File: src/rtl/swm_rx_pkg.sv
// Shared constants for the SerialLite III RX width adapter: default parameters,
// error-flag width and the bit layout of a buffered beat entry.
package swm_rx_pkg;

  localparam int unsigned DEF_LANES      = 1;
  localparam int unsigned DEF_OUT_W      = 32;
  localparam int unsigned DEF_FIFO_DEPTH = 4;

  localparam int unsigned LANE_W = 64;
  localparam int unsigned ERR_W  = 6;
  localparam int unsigned CNT_W  = 16;

  // Entry layout: flags in the low bits, beat data above them.
  localparam int unsigned ENT_SOP  = 0;
  localparam int unsigned ENT_EOP  = 1;
  localparam int unsigned ENT_ERR  = 2;
  localparam int unsigned ENT_DATA = 3;

  function automatic int unsigned entry_width(input int unsigned data_w);
    return data_w + ENT_DATA;
  endfunction

endpackage

File: src/rtl/swm_rx_fifo.sv
// Show-ahead FIFO with registered occupancy; o_ready is a registered not-full
// flag so the write side never depends combinationally on the read side.
module swm_rx_fifo #(
  parameter int unsigned WIDTH = 8,
  parameter int unsigned DEPTH = 4
) (
  input  logic             i_clk,
  input  logic             i_rst,
  input  logic             i_push,
  input  logic [WIDTH-1:0] i_wdata,
  output logic             o_ready,
  input  logic             i_pop,
  output logic [WIDTH-1:0] o_rdata,
  output logic             o_valid
);

  localparam int unsigned AW = (DEPTH > 1) ? $clog2(DEPTH) : 1;
  localparam int unsigned CW = AW + 1;

  logic [WIDTH-1:0] r_mem [DEPTH];
  logic [AW-1:0]    r_wptr;
  logic [AW-1:0]    r_rptr;
  logic [CW-1:0]    r_count;
  logic [CW-1:0]    w_count_nxt;
  logic             r_ready;
  logic             w_push;
  logic             w_pop;

  assign w_push  = i_push && r_ready;
  assign w_pop   = i_pop && (r_count != '0);
  assign o_ready = r_ready;
  assign o_valid = (r_count != '0);
  assign o_rdata = r_mem[r_rptr];

  always_comb begin
    w_count_nxt = r_count;
    if (w_push && !w_pop) begin
      w_count_nxt = r_count + CW'(1);
    end else if (!w_push && w_pop) begin
      w_count_nxt = r_count - CW'(1);
    end
  end

  always_ff @(posedge i_clk or posedge i_rst) begin
    if (i_rst) begin
      r_wptr  <= '0;
      r_rptr  <= '0;
      r_count <= '0;
      r_ready <= 1'b0;
    end else begin
      if (w_push) r_wptr <= r_wptr + AW'(1);
      if (w_pop)  r_rptr <= r_rptr + AW'(1);
      r_count <= w_count_nxt;
      r_ready <= (w_count_nxt < CW'(DEPTH));
    end
  end

  // Storage is not reset; occupancy alone decides what is valid.
  always_ff @(posedge i_clk) begin
    if (w_push) r_mem[r_wptr] <= i_wdata;
  end

endmodule

File: src/rtl/swm_rx_width_adapter.sv
// SerialLite III RX beat to Avalon-ST word adapter: buffers wide beats and
// serializes them LSB-word first, tracking per-packet and global error state.
module swm_rx_width_adapter
  import swm_rx_pkg::*;
#(
  parameter int unsigned LANES      = DEF_LANES,
  parameter int unsigned OUT_W      = DEF_OUT_W,
  parameter int unsigned FIFO_DEPTH = DEF_FIFO_DEPTH
) (
  input  logic                  clk_in_clk,
  input  logic                  reset_in_rst,
  input  logic [LANE_W*LANES-1:0] data_rx,
  input  logic                  valid_rx,
  input  logic                  start_of_burst_rx,
  input  logic                  end_of_burst_rx,
  input  logic [ERR_W-1:0]      error_rx,
  input  logic [7:0]            sync_rx,
  output logic                  ready_rx,
  output logic [OUT_W-1:0]      avalonst_source_data,
  output logic                  avalonst_source_valid,
  output logic                  avalonst_source_startofpacket,
  output logic                  avalonst_source_endofpacket,
  output logic                  avalonst_source_error,
  input  logic                  avalonst_source_ready,
  output logic [ERR_W-1:0]      err_flags,
  output logic [CNT_W-1:0]      err_count
);

  localparam int unsigned DATA_W = LANE_W * LANES;
  localparam int unsigned WORDS  = DATA_W / OUT_W;
  localparam int unsigned WIDX_W = (WORDS > 1) ? $clog2(WORDS) : 1;
  localparam int unsigned ENT_W  = entry_width(DATA_W);

  logic              w_fifo_ready;
  logic              w_fifo_valid;
  logic              w_accept;
  logic              w_beat_err;
  logic              w_pkt_err;
  logic              w_xfer;
  logic              w_last_word;
  logic              w_pop;
  logic              w_unused_sync;
  logic [ENT_W-1:0]  w_wr_entry;
  logic [ENT_W-1:0]  w_rd_entry;
  logic [DATA_W-1:0] w_rd_data;

  logic              r_pkt_acc;
  logic [WIDX_W-1:0] r_widx;
  logic [ERR_W-1:0]  r_err_flags;
  logic [CNT_W-1:0]  r_err_count;

  assign w_unused_sync = ^sync_rx;

  assign w_accept   = valid_rx && w_fifo_ready;
  assign w_beat_err = |error_rx;
  assign w_pkt_err  = r_pkt_acc | w_beat_err;
  assign w_wr_entry = {data_rx, w_pkt_err, end_of_burst_rx, start_of_burst_rx};

  assign w_rd_data   = w_rd_entry[ENT_DATA +: DATA_W];
  assign w_last_word = (r_widx == WIDX_W'(WORDS - 1));
  assign w_xfer      = w_fifo_valid && avalonst_source_ready;
  assign w_pop       = w_xfer && w_last_word;

  swm_rx_fifo #(
    .WIDTH (ENT_W),
    .DEPTH (FIFO_DEPTH)
  ) u_fifo (
    .i_clk   (clk_in_clk),
    .i_rst   (reset_in_rst),
    .i_push  (w_accept),
    .i_wdata (w_wr_entry),
    .o_ready (w_fifo_ready),
    .i_pop   (w_pop),
    .o_rdata (w_rd_entry),
    .o_valid (w_fifo_valid)
  );

  // Output view of the head entry; framing flags gated by valid so reset is clean.
  assign ready_rx                      = w_fifo_ready;
  assign avalonst_source_valid         = w_fifo_valid;
  assign avalonst_source_data          = w_rd_data[r_widx*OUT_W +: OUT_W];
  assign avalonst_source_startofpacket = w_fifo_valid && w_rd_entry[ENT_SOP] && (r_widx == '0);
  assign avalonst_source_endofpacket   = w_fifo_valid && w_rd_entry[ENT_EOP] && w_last_word;
  assign avalonst_source_error         = avalonst_source_endofpacket && w_rd_entry[ENT_ERR];
  assign err_flags                     = r_err_flags;
  assign err_count                     = r_err_count;

  always_ff @(posedge clk_in_clk or posedge reset_in_rst) begin
    if (reset_in_rst) begin
      r_widx <= '0;
    end else if (w_xfer) begin
      r_widx <= w_last_word ? '0 : r_widx + WIDX_W'(1);
    end
  end

  // Packet error accumulator plus sticky flags and saturating error-beat count.
  always_ff @(posedge clk_in_clk or posedge reset_in_rst) begin
    if (reset_in_rst) begin
      r_pkt_acc   <= 1'b0;
      r_err_flags <= '0;
      r_err_count <= '0;
    end else if (w_accept) begin
      r_pkt_acc   <= end_of_burst_rx ? 1'b0 : w_pkt_err;
      r_err_flags <= r_err_flags | error_rx;
      if (w_beat_err && (r_err_count != '1)) begin
        r_err_count <= r_err_count + CNT_W'(1);
      end
    end
  end

endmodule

File: config.mk
export PLATFORM = sky130hd
export DESIGN_NAME = swm_rx_width_adapter
export DESIGN_NICKNAME = d
export VERILOG_FILES = /design/src/rtl/swm_rx_pkg.sv /design/src/rtl/swm_rx_fifo.sv /design/src/rtl/swm_rx_width_adapter.sv
export SDC_FILE = /design/constraint.sdc
export NUM_CORES = 1
export LEC_CHECK = 0
export BUFFER_PORTS_ARGS = -buffer_cell sky130_fd_sc_hd__buf_2
export CORE_UTILIZATION = 55
export CTS_CLUSTER_DIAMETER = 150
export CTS_CLUSTER_SIZE = 14
export DETAILED_ROUTE_END_ITERATION = 8
export PLACE_DENSITY = 0.81
export RECOVER_POWER = 50
export SKIP_LAST_GASP = 1
export SYNTH_ARGS = -nofsm -noshare
export SYNTH_HDL_FRONTEND = slang
export SYNTH_HIERARCHICAL = 1
export SYNTH_SLANG_ARGS = --single-unit
File: constraint.sdc
create_clock -name clk_in_clk -period 3.5 [get_ports clk_in_clk]
set_input_delay 0.525 -clock clk_in_clk [delete_from_list [all_inputs] [get_ports clk_in_clk]]
set_output_delay 0.525 -clock clk_in_clk [all_outputs]
set_load 0.02 [all_outputs]
Yosys cells after proc, flatten, opt, wreduce, memory -nomap -nowiden. Memories as Yosys holds them, arrays and structs flattened. Cells that the tools add are included.

Register bits after elaboration: 32. Bits in writable memories: 268. Bits of input ports: 84. Output and inout port bits: 59. Word-level logic and storage cells: 45. Memories kept: 1.

$add $sub $neg: 6. Order comparisons: 1. Eq/ne operators: 1. Shift operators: 1. Multiplexer cells: 6. Bitwise logic cells: 3. Reductions and logical operators: 18.

Memories: u_fifo.r_mem (depth 4, width 67, read ports 1, clocked after memory_dff 0, write ports 1, line swm_rx_fifo.sv:20) `logic [WIDTH-1:0] r_mem [DEPTH];`.

Operators by type and width (count): 64-bit by 7-bit variable part select with 32-bit output (1); 16-bit by 1-bit adder with 16-bit output (second input constant) (1); 16-bit inequality test (second input constant) (1); 1-bit logical AND (13); 3-bit two-way mux (2); 6-bit bitwise OR (1); 6-bit OR reduction (1); 2-bit by 1-bit adder with 2-bit output (second input constant) (2); 1-bit two-way mux (4); 3-bit by 1-bit adder with 3-bit output (second input constant) (1); 3-bit < comparator (second input constant) (1); 3-bit nonzero test (1); 3-bit by 1-bit subtractor with 3-bit output (second input constant) (1); 1-bit zero test (2); 2-bit AND reduction (1); 1-bit adder (second input constant) (1); 1-bit inverter (1); 1-bit bitwise OR (1).

Longest topological paths before layout. Gate-level depths: netlist of run 1.

Depth in word-level cells: 8. Depth in mapped cells: 10. Depth with buffers taken out: 10.

Modules after synthesis. Netlist of run 1, hierarchy kept.

By module, submodules not included: swm_rx_fifo (instances 1, cells an instance 401, area an instance 10182.3 um^2, sequential area each 8247.9 um^2); swm_rx_width_adapter (instances 1, cells an instance 140, area an instance 1570.3 um^2, sequential area each 600.6 um^2).

Worst setup path before layout of run 1. OpenSTA, ideal clock, no wires.

Kind: register to register. Start: register u_fifo.r_ready, in the netlist u_fifo/o_ready. End: memory u_fifo/r_mem[0][0] (netlist name), enable pin. Setup time: 433 ps. Arrival time: 2542 ps. Required time: 3067 ps. Setup slack: 525 ps. Cell stages (with the launch flop): 4. Path buffers: 1. Period minus slack after synthesis: 2975 ps. Path through: dfrtp_1 and2_1 buf_2 and3_1.

Longest elaborated chain between the ends: 4.

RTL lines: start: declaration (line swm_rx_fifo.sv:25) `logic r_ready;`; start signal: assignment (line swm_rx_fifo.sv:54) `r_ready <= (w_count_nxt < CW'(DEPTH));`; 1-bit logical AND (line swm_rx_width_adapter.sv:54) `assign w_accept = valid_rx && w_fifo_ready;`; named net w_accept (line swm_rx_width_adapter.sv:36) `logic w_accept;`; 1-bit logical AND (line swm_rx_fifo.sv:29) `assign w_push = i_push && r_ready;`; 1-bit two-way mux (line swm_rx_fifo.sv:60) `if (w_push) r_mem[r_wptr] <= i_wdata;`; 1-bit two-way mux (not written as such) (line swm_rx_fifo.sv:60); end: declaration (line swm_rx_fifo.sv:20).

The timed path passes the listed nets, and every way through them passes these cells.

Final worst setup path of run 1.
Start: register u_fifo.r_rptr[1]. End: output avalonst_source_error.

Longest elaborated chain between the ends: 4.

RTL lines: start: declaration (line swm_rx_fifo.sv:22) `logic [AW-1:0] r_rptr;`; start signal: assignment (line swm_rx_fifo.sv:52) `if (w_pop) r_rptr <= r_rptr + AW'(1);`; memory 4 x 67 bit; named net w_rd_entry[1] (line swm_rx_width_adapter.sv:44) `logic [ENT_W-1:0] w_rd_entry;`; 1-bit logical AND (2 in series) (line swm_rx_width_adapter.sv:83) `assign avalonst_source_endofpacket = w_fifo_valid && w_rd_entry[ENT_EOP] && w_last_word;`; 1-bit logical AND (line swm_rx_width_adapter.sv:84) `assign avalonst_source_error = avalonst_source_endofpacket && w_rd_entry[ENT_ERR];`; end: declaration (line swm_rx_width_adapter.sv:23) `output logic avalonst_source_error,`.

The timed path passes the listed nets, and every way through them passes these cells.

==> run summary, run 1 <==
The fraction of layout cells with a size suffix above 1 is 0.286. The synthesized area per cell came out at 21.7 um2. By area, the combinational part of the netlist is dominated by multiplexers. Along the worst path, the maximum fanout reaches 68.

The number of hold violations in the final report came to 0. In this run the cell area measured after placement is 12800 um2. The detailed-router iteration count before antenna repair is 5. IR analysis of the VDD net gives a maximum drop of 478 uV.

The quantity of gates resized following cts is 0. The portion of total power attributed to combinational logic is 0.322. The number of nets produced by synthesis is 635.

The xor and xnor area share after synthesis is 0.0134. The min-delay analysis places its worst path in the category input port to register. The Yosys warning count came out at 6. The cell sitting at the root of the clock tree is a clkbuf_16.

The footprint of the flip-flops and latches is 8860 um2. The proportion of synthesized area in mux cells is 0.161. Of the total synthesized cell area, the portion taken by AND, OR, NAND and NOR gates is 0.0237. The area of the mapped netlist is 11800 um2. The core footprint is 21000 um2. Across the run, the number of max-cap violations was 0. The cell family contributing the most delay on the critical path is flip-flops.

The post-layout instance area is 13400 um2. The post-layout instance count excluding filler cells came out at 974. The worst setup path is captured at a primary output. The number of cells on the worst hold path came out at 2. The clock network fraction of total power is 0.210. The number of sinks on the clock net came out at 300. Setup violations remaining at the end of the flow were counted as 0. The I/O pin count is 143. Setup repair after global routing left no endpoint under its margin.

The net switching power of the design came out at 0.00359 W. The internal power contribution is 0.00783 W. The wire length of the first global-routing pass came out at 33100 um. The starting density of the core came out at 0.561. The multi-input combinational cells in the finished layout cover a total of 2720 um2. The remaining antenna violation count is 0. The clock latency at the later pin of the worst-skew pair is 510 ps. The post-CTS setup repair buffer count came out at 0. In this design, the stage delay of the slowest critical-path cell is 1110 ps. Counting the fill cells in the layout gives 1490. The worst slew slack as a fraction of its limit came out at 0.310. Dividing the final minimum period by the clock period gives 0.880. The sequential group share of total power is 0.468.

The CTS buffer count is 25. The compound-cell area share of the yosys netlist is 0.0210. The count of pins over their slew limit came out at 0. Of the total power, the share spent switching nets is 0.314. The average via count per standard cell is 5.80. The arrival time at the worst endpoint came out at 2560 ps. The number of placed instances, taps included is 935. The routed via count came out at 5649. The transition time at the pin with the least slew margin came out at 1040 ps. Walking the worst path, the cells encountered are mux4_2 -> and3_1 -> and2_1 -> buf_2. The wire length per cell came out at 21.8 um.

The die width is 148 um. The fraction of the yosys area taken by sequential cells came out at 0.753. The number of DRC violations after detailed-routing iteration 0 is 287.

The flop and latch count out of synthesis is 300. The number of antenna violations at the first check in global routing is 3. The aggregate routed wire length came out at 21300 um.

The residual DRC count came out at 0. The depth of the critical timing path with buffers and inverters included came out at 4. Summed over all cells, the static leakage comes to 4.45 nW. The detailed-placement wirelength estimate is 13400 um.

The data required time at the worst endpoint came out at 2970 ps. For the finished layout, the period the worst path requires is 3080 ps. The maximum level of the CTS H-tree is 1. The post-layout net count is 782. The length in cells of the worst reg-to-reg path came out at 8. The critical path is of the register to primary output type. The adder and majority gate portion of the synthesized area is 0.0106. The die span in y came out at 148 um. The number of standard cells after synthesis is 541. The quantity of I/O buffers inserted on ports is 134.

The largest net degree at the start of global routing is 69. The number of distinct standard cells referenced by the synthesized netlist came out at 44. The fmax came out at 324 MHz. In the final timing run, aggregate negative setup slack is 0 ps. The number of hold buffers added after cts came out at 1. For this run, the total global-route usage over all layers was measured as 0.201.

The worst clock skew is 20.9 ps. The placer congestion estimate is 0.779. The total power density per cell area came out at 855 nW/um2.

The flow ran to the end, and the final reports show no timing, DRC or antenna violations. Summed over all layers, the global routing overflow is 0. Clock-pin slew was measured on the worst setup and hold paths at 60 ps. TritonCTS built the clock tree. The floorplan has 53 rows.

The total buffers and inverters traversed by the critical path came out at 1. The via count of the first global-routing pass came to 6135. The critical path startpoint category is a register. The buffer levels on the longest clock path is 3. The layout overhead on the synthesized area is 13.6%. The die covers 22000 um2. The cell type of the slowest stage on the worst timing path is dfrtp_4.
==> state kept, by name (all words and copies together), names as in the netlist, named ones only <==
name / cells
err_count: 16
err_flags: 6
r_pkt_acc: 1
r_widx: 1
u_fifo/o_ready: 1
u_fifo/r_count: 2
u_fifo/r_mem: 268
u_fifo/r_rptr: 2
u_fifo/r_wptr: 2
==> layout by cell type, fill, tap and decap left out, types with 3 or more instances in the layout <==
| cell type | count |
|---|---|
| xor2_1 | 13 |
| a2111oi_2 | 5 |
| xnor2_1 | 5 |
| o21ai_0 | 4 |
| a21o_1 | 6 |
| and3_4 | 4 |
| dfrtp_1 | 29 |
| mux2_2 | 32 |
| clkbuf_16 | 25 |
| and3_1 | 6 |
| mux4_2 | 67 |
| ha_1 | 10 |
| buf_4 | 3 |
| nand2_1 | 11 |
| a21oi_1 | 3 |
| buf_2 | 50 |
| edfxtp_1 | 268 |
| nand4_1 | 3 |
| buf_12 | 6 |
| nor4_1 | 4 |
| clkbuf_1 | 95 |
| nand3_1 | 7 |
| inv_1 | 10 |
==> routing by layer <==
metal,up-vias,global-route usage,share of wire
met1,2930,0.261,0.40
met2,172,0.351,0.52
met4,2,0.0443,0.013
met3,30,0.0411,0.064
met5,-,0,0.00061
li1,2515,-,-
==> kinds of logic (layout without fill, tap and decap cells) <==
group	after synthesis	count (layout)
other	0	2
adder cells (fa/ha/maj)	10	10
AO/OA/AOI/OAI	28	28
AND/OR/NAND/NOR	49	49
buffers and inverters	35	191
flip-flops	300	300
multiplexers	101	101
XOR/XNOR	18	18
==> power by group through the flow <==
stage / Clock, W / Sequential [W] / Combinational (W)
after detailed placement: 0 / 0.00543 / 0.00374
after floorplan: 0 / 0.00517 / 0.00283
final: 0.00240 / 0.00534 / 0.00367
after global routing: 0.00260 / 0.00543 / 0.00395
after CTS: 0.00247 / 0.00536 / 0.00377
after global placement: 0 / 0.00534 / 0.00365
==> synthesized netlist by cell type, drive strengths merged <==
cell,number,share of area
o211ai,1,0.00064
nor3,2,0.00085
dfrtp,32,0.068
nor2,2,0.00064
a21o,6,0.0038
a22oi,1,0.00064
nor4b,1,0.0013
mux4,67,0.13
and2,2,0.0011
buf,19,0.012
a21oi,4,0.0020
xnor2,5,0.0037
nand2b,1,0.00053
o31ai,3,0.0031
a31oi,1,0.00053
nor3b,1,0.00064
mux2,33,0.032
or2,1,0.00053
a2111oi,5,0.0064
nand4,3,0.0016
nor2b,2,0.0011
nand3,7,0.0030
a211oi,1,0.00064
nand2,11,0.0035
ha,10,0.011
a41oi,1,0.00075
mux2i,1,0.00085
inv,10,0.0032
o21ai,4,0.0017
clkbuf,6,0.0019
edfxtp,268,0.68
o31a,1,0.00075
or4,2,0.0016
xor2,13,0.0097
nor4,4,0.0021
and3,10,0.0053
==> area by class of cell <==
class                      instances  share of cell area
sequential                       300               0.663
multi-input combinational        206               0.203
timing repair buffer             145              0.0541
clock buffer                      35              0.0497
tap                              275              0.0258
inverter                          10             0.00281
clock inverter                     1            0.000656
antenna                            2            0.000375
==> worst paths after layout <==
| kind | from | to | slack (ps) |
|---|---|---|---|
| worst min-delay path | error_rx[0] | err_flags[0] | 220 |
| worst max register to register | u_fifo/o_ready | u_fifo/o_ready | 1020 |
| worst min register to register | err_flags[0] | err_flags[0] | 470 |
| min in group asynchronous | reset_in_rst | u_fifo/r_wptr[0] | 520 |
| max in group asynchronous | reset_in_rst | r_widx | 2120 |
| worst max-delay path | u_fifo/r_rptr[1] | avalonst_source_error | 420 |
==> per-stage QoR <==
stage | util | hold WS, ps | setup WS, ps | total power (W)
3_5_place_dp | 0.610 | 448 | 940 | 0.00917
3_3_place_gp | 0.610 | 437 | 946 | 0.00899
4_1_cts | 0.642 | 205 | 377 | 0.0116
2_1_floorplan | - | 341 | 525 | 0.00800
6_report | 0.637 | 224 | 418 | 0.0114
5_1_grt | 0.637 | 210 | 295 | 0.0120
Power figures use the tool's default switching activity.
==> run 2, diff against run 1 <==
MAX_ROUTING_LAYER = met4   (was not set)
==> run summary, run 2 (synthesized netlist as in run 1, its figures left out) <==
The flow ran to the end, and the final reports show no timing, DRC or antenna violations. The clock transition time at the flip-flop clock pins of the worst setup and hold paths came out at 60 ps. The capture point of the worst path is avalonst_source_error. The quantity of I/O buffers inserted on ports came out at 134. Summed over all cells, the static leakage comes to 4.45 nW.

TritonCTS built the clock tree. Setup repair after global routing left no endpoint under its margin. The time the worst path needs with I/O delays and setup came out at 3080 ps. The maximum fanout encountered on the critical timing path is 68. The leftover overflow at the end of global routing is 0. The worst setup slack before clock tree synthesis is 940 ps. The initial utilization of the core area, before any placement, comes to 0.561.

The multi-input gate area in the final layout is 2720 um2. The footprint of the flip-flops and latches is 8860 um2. The utilization after layout came out at 0.637. The die width is 148 um. The final worst-path cycle share is 0.880.

The count of pins over their slew limit came out at 0. The post-layout net count is 782. CTS built an H-tree with a depth of 1. The least setup slack across all paths after layout came out at 422 ps. Tracing the worst setup path back leads to its startpoint at u_fifo/r_rptr[1].

The critical path goes through mux4_2 -> and3_1 -> and2_1 -> buf_2. The library cell used most frequently in the layout, excluding fill and tap cells, is edfxtp_1. The number of antenna violations at the first check in global routing was 3. The post-CTS setup repair buffer count is 0. The wire length per cell is 21.8 um.

The arrival time at the worst endpoint came out at 2550 ps. At the pin with the least slew margin, the transition time is 1040 ps. The final sum of negative setup slack is 0 ps. The number of max-cap violations came out at 0. The worst supply voltage drop on vdd is 478 uV.

At the later pin of the worst-skew pair, clock insertion delay measures 510 ps. The quantity of gates resized following cts is 0. The sum of internal, switching and leakage power came out at 0.0114 W. The detail route stage leaves a number of antenna-violating nets equal to 0. The path type of the worst min-delay path is input port to register.

The average via count per standard cell is 5.82. The wire length of the first global-routing pass is 33100 um. The flip-flop count of the largest register, all copies and words added came out at 268.

The number of sinks on the clock net is 300. The number of DRC violations after detailed-routing iteration 0 came out at 342. The worst clock skew came out at 19.4 ps. The endpoint of the most critical register-to-register path is u_fifo/o_ready.

The placer congestion estimate came out at 0.790. The setup path with the least slack is of type register to primary output. Static timing analysis puts the maximum clock frequency at 325 MHz. The clock tree root driver cell is clkbuf_16. The largest net degree at the start of global routing is 69. The die covers 22000 um2.

The detailed-router iteration count before antenna repair came out at 5. The layout overhead on the synthesized area came out at 13.6%. The critical path startpoint category is a register. In the layout the commonest cells are edfxtp_1 (268), clkbuf_1 (95), mux4_2 (67). The global-route usage over all layers came out at 0.207.

On the critical path, the stage with the largest delay is an instance of dfrtp_4. The beginning of the worst register-to-register path is u_fifo/o_ready. Buffers inserted to repair hold after CTS numbered 1.

The via count of the first global-routing pass is 6140. Across all layers, the routed design uses 5672 vias. The number of hold violations in the final report came out at 0. The number of filler cells placed in the layout is 1490.

The buffer levels on the longest clock path is 3. The critical path's largest stage delay is 1110 ps. The aggregate routed wire length came out at 21300 um. The worst slew slack as a fraction of its limit is 0.310.

The die span in y is 148 um. The setup-violating endpoint count in the final report came out at 0. The floorplan has 53 rows.

The total power density per cell area is 855 nW/um2. After legalization and detailed placement, the total HPWL measured 13400 um. The endpoint type of the worst setup path is a primary output. The core footprint came out at 21000 um2.

The slack of the worst reg-to-reg path came out at 1010 ps. The length in cells of the worst reg-to-reg path is 8. The fraction of layout cells with a size suffix above 1 is 0.286.

The data required time at the worst endpoint is 2970 ps. TritonCTS created 25 clock buffers. In this run the count of I/O pins placed on the die edge is 143. Ranked by flip-flop count, first place goes to u_fifo/r_mem. For this run, design rule violations remaining after detail routing come to 0.
-- run 2: changes by cell type in the layout (fill, tap and decap cells not counted) --
cell / change
diode_2: +1
-- run 2: area by class of cell --
| type | count | share of cell area |
|---|---|---|
| inverter | 10 | 0.00281 |
| tap | 275 | 0.0258 |
| clock buffer | 35 | 0.0497 |
| timing repair buffer | 145 | 0.0541 |
| sequential | 300 | 0.663 |
| multi-input combinational | 206 | 0.203 |
| clock inverter | 1 | 0.000656 |
| antenna | 3 | 0.000562 |
-- run 2: per-stage QoR --
stage                     std cells  hold slack (ps)  area (um2)
after global routing            975              210       13400
after CTS                       972              205       13500
final                           975              225       13400
after global placement          935              437       12800
after floorplan                 541              341       11800
after detailed placement        935              448       12800
-- run 2: power by group --
part	switching [W]	internal [W]	total, W
Sequential	0.000508	0.00483	0.00534
Clock	0.00110	0.00130	0.00240
Combinational	0.00198	0.00169	0.00367
-- run 2: routing by layer --
layer	up-vias	track usage	wire, um
li1	2520	-	-
met1	2954	0.263	8560
met2	170	0.351	11100
met3	28	0.0380	1310
met4	0	0.0443	264
met5	-	-	0
-- run 2: worst max-delay path, delay by kind of cell (launching register included) --
family | cells | cell delay, ps
buf+inv | 1 | 160
flops | 1 | 1110
simple gates | 2 | 350
mux | 1 | 410
-- run 2: worst min path at each step --
stage	to	slack (ps)	cells after the start	from
after floorplan	asynchronous set/reset pin	340	1	reset_in_rst
after global placement	err_flags[4]	440	1	err_flags[4]
after detailed placement	err_flags[3]	450	1	err_flags[3]
after CTS	u_fifo/r_mem[0][14]	200	1	data_rx[11]
after global routing	err_flags[5]	210	2	error_rx[5]
final	err_flags[0]	220	2	error_rx[0]
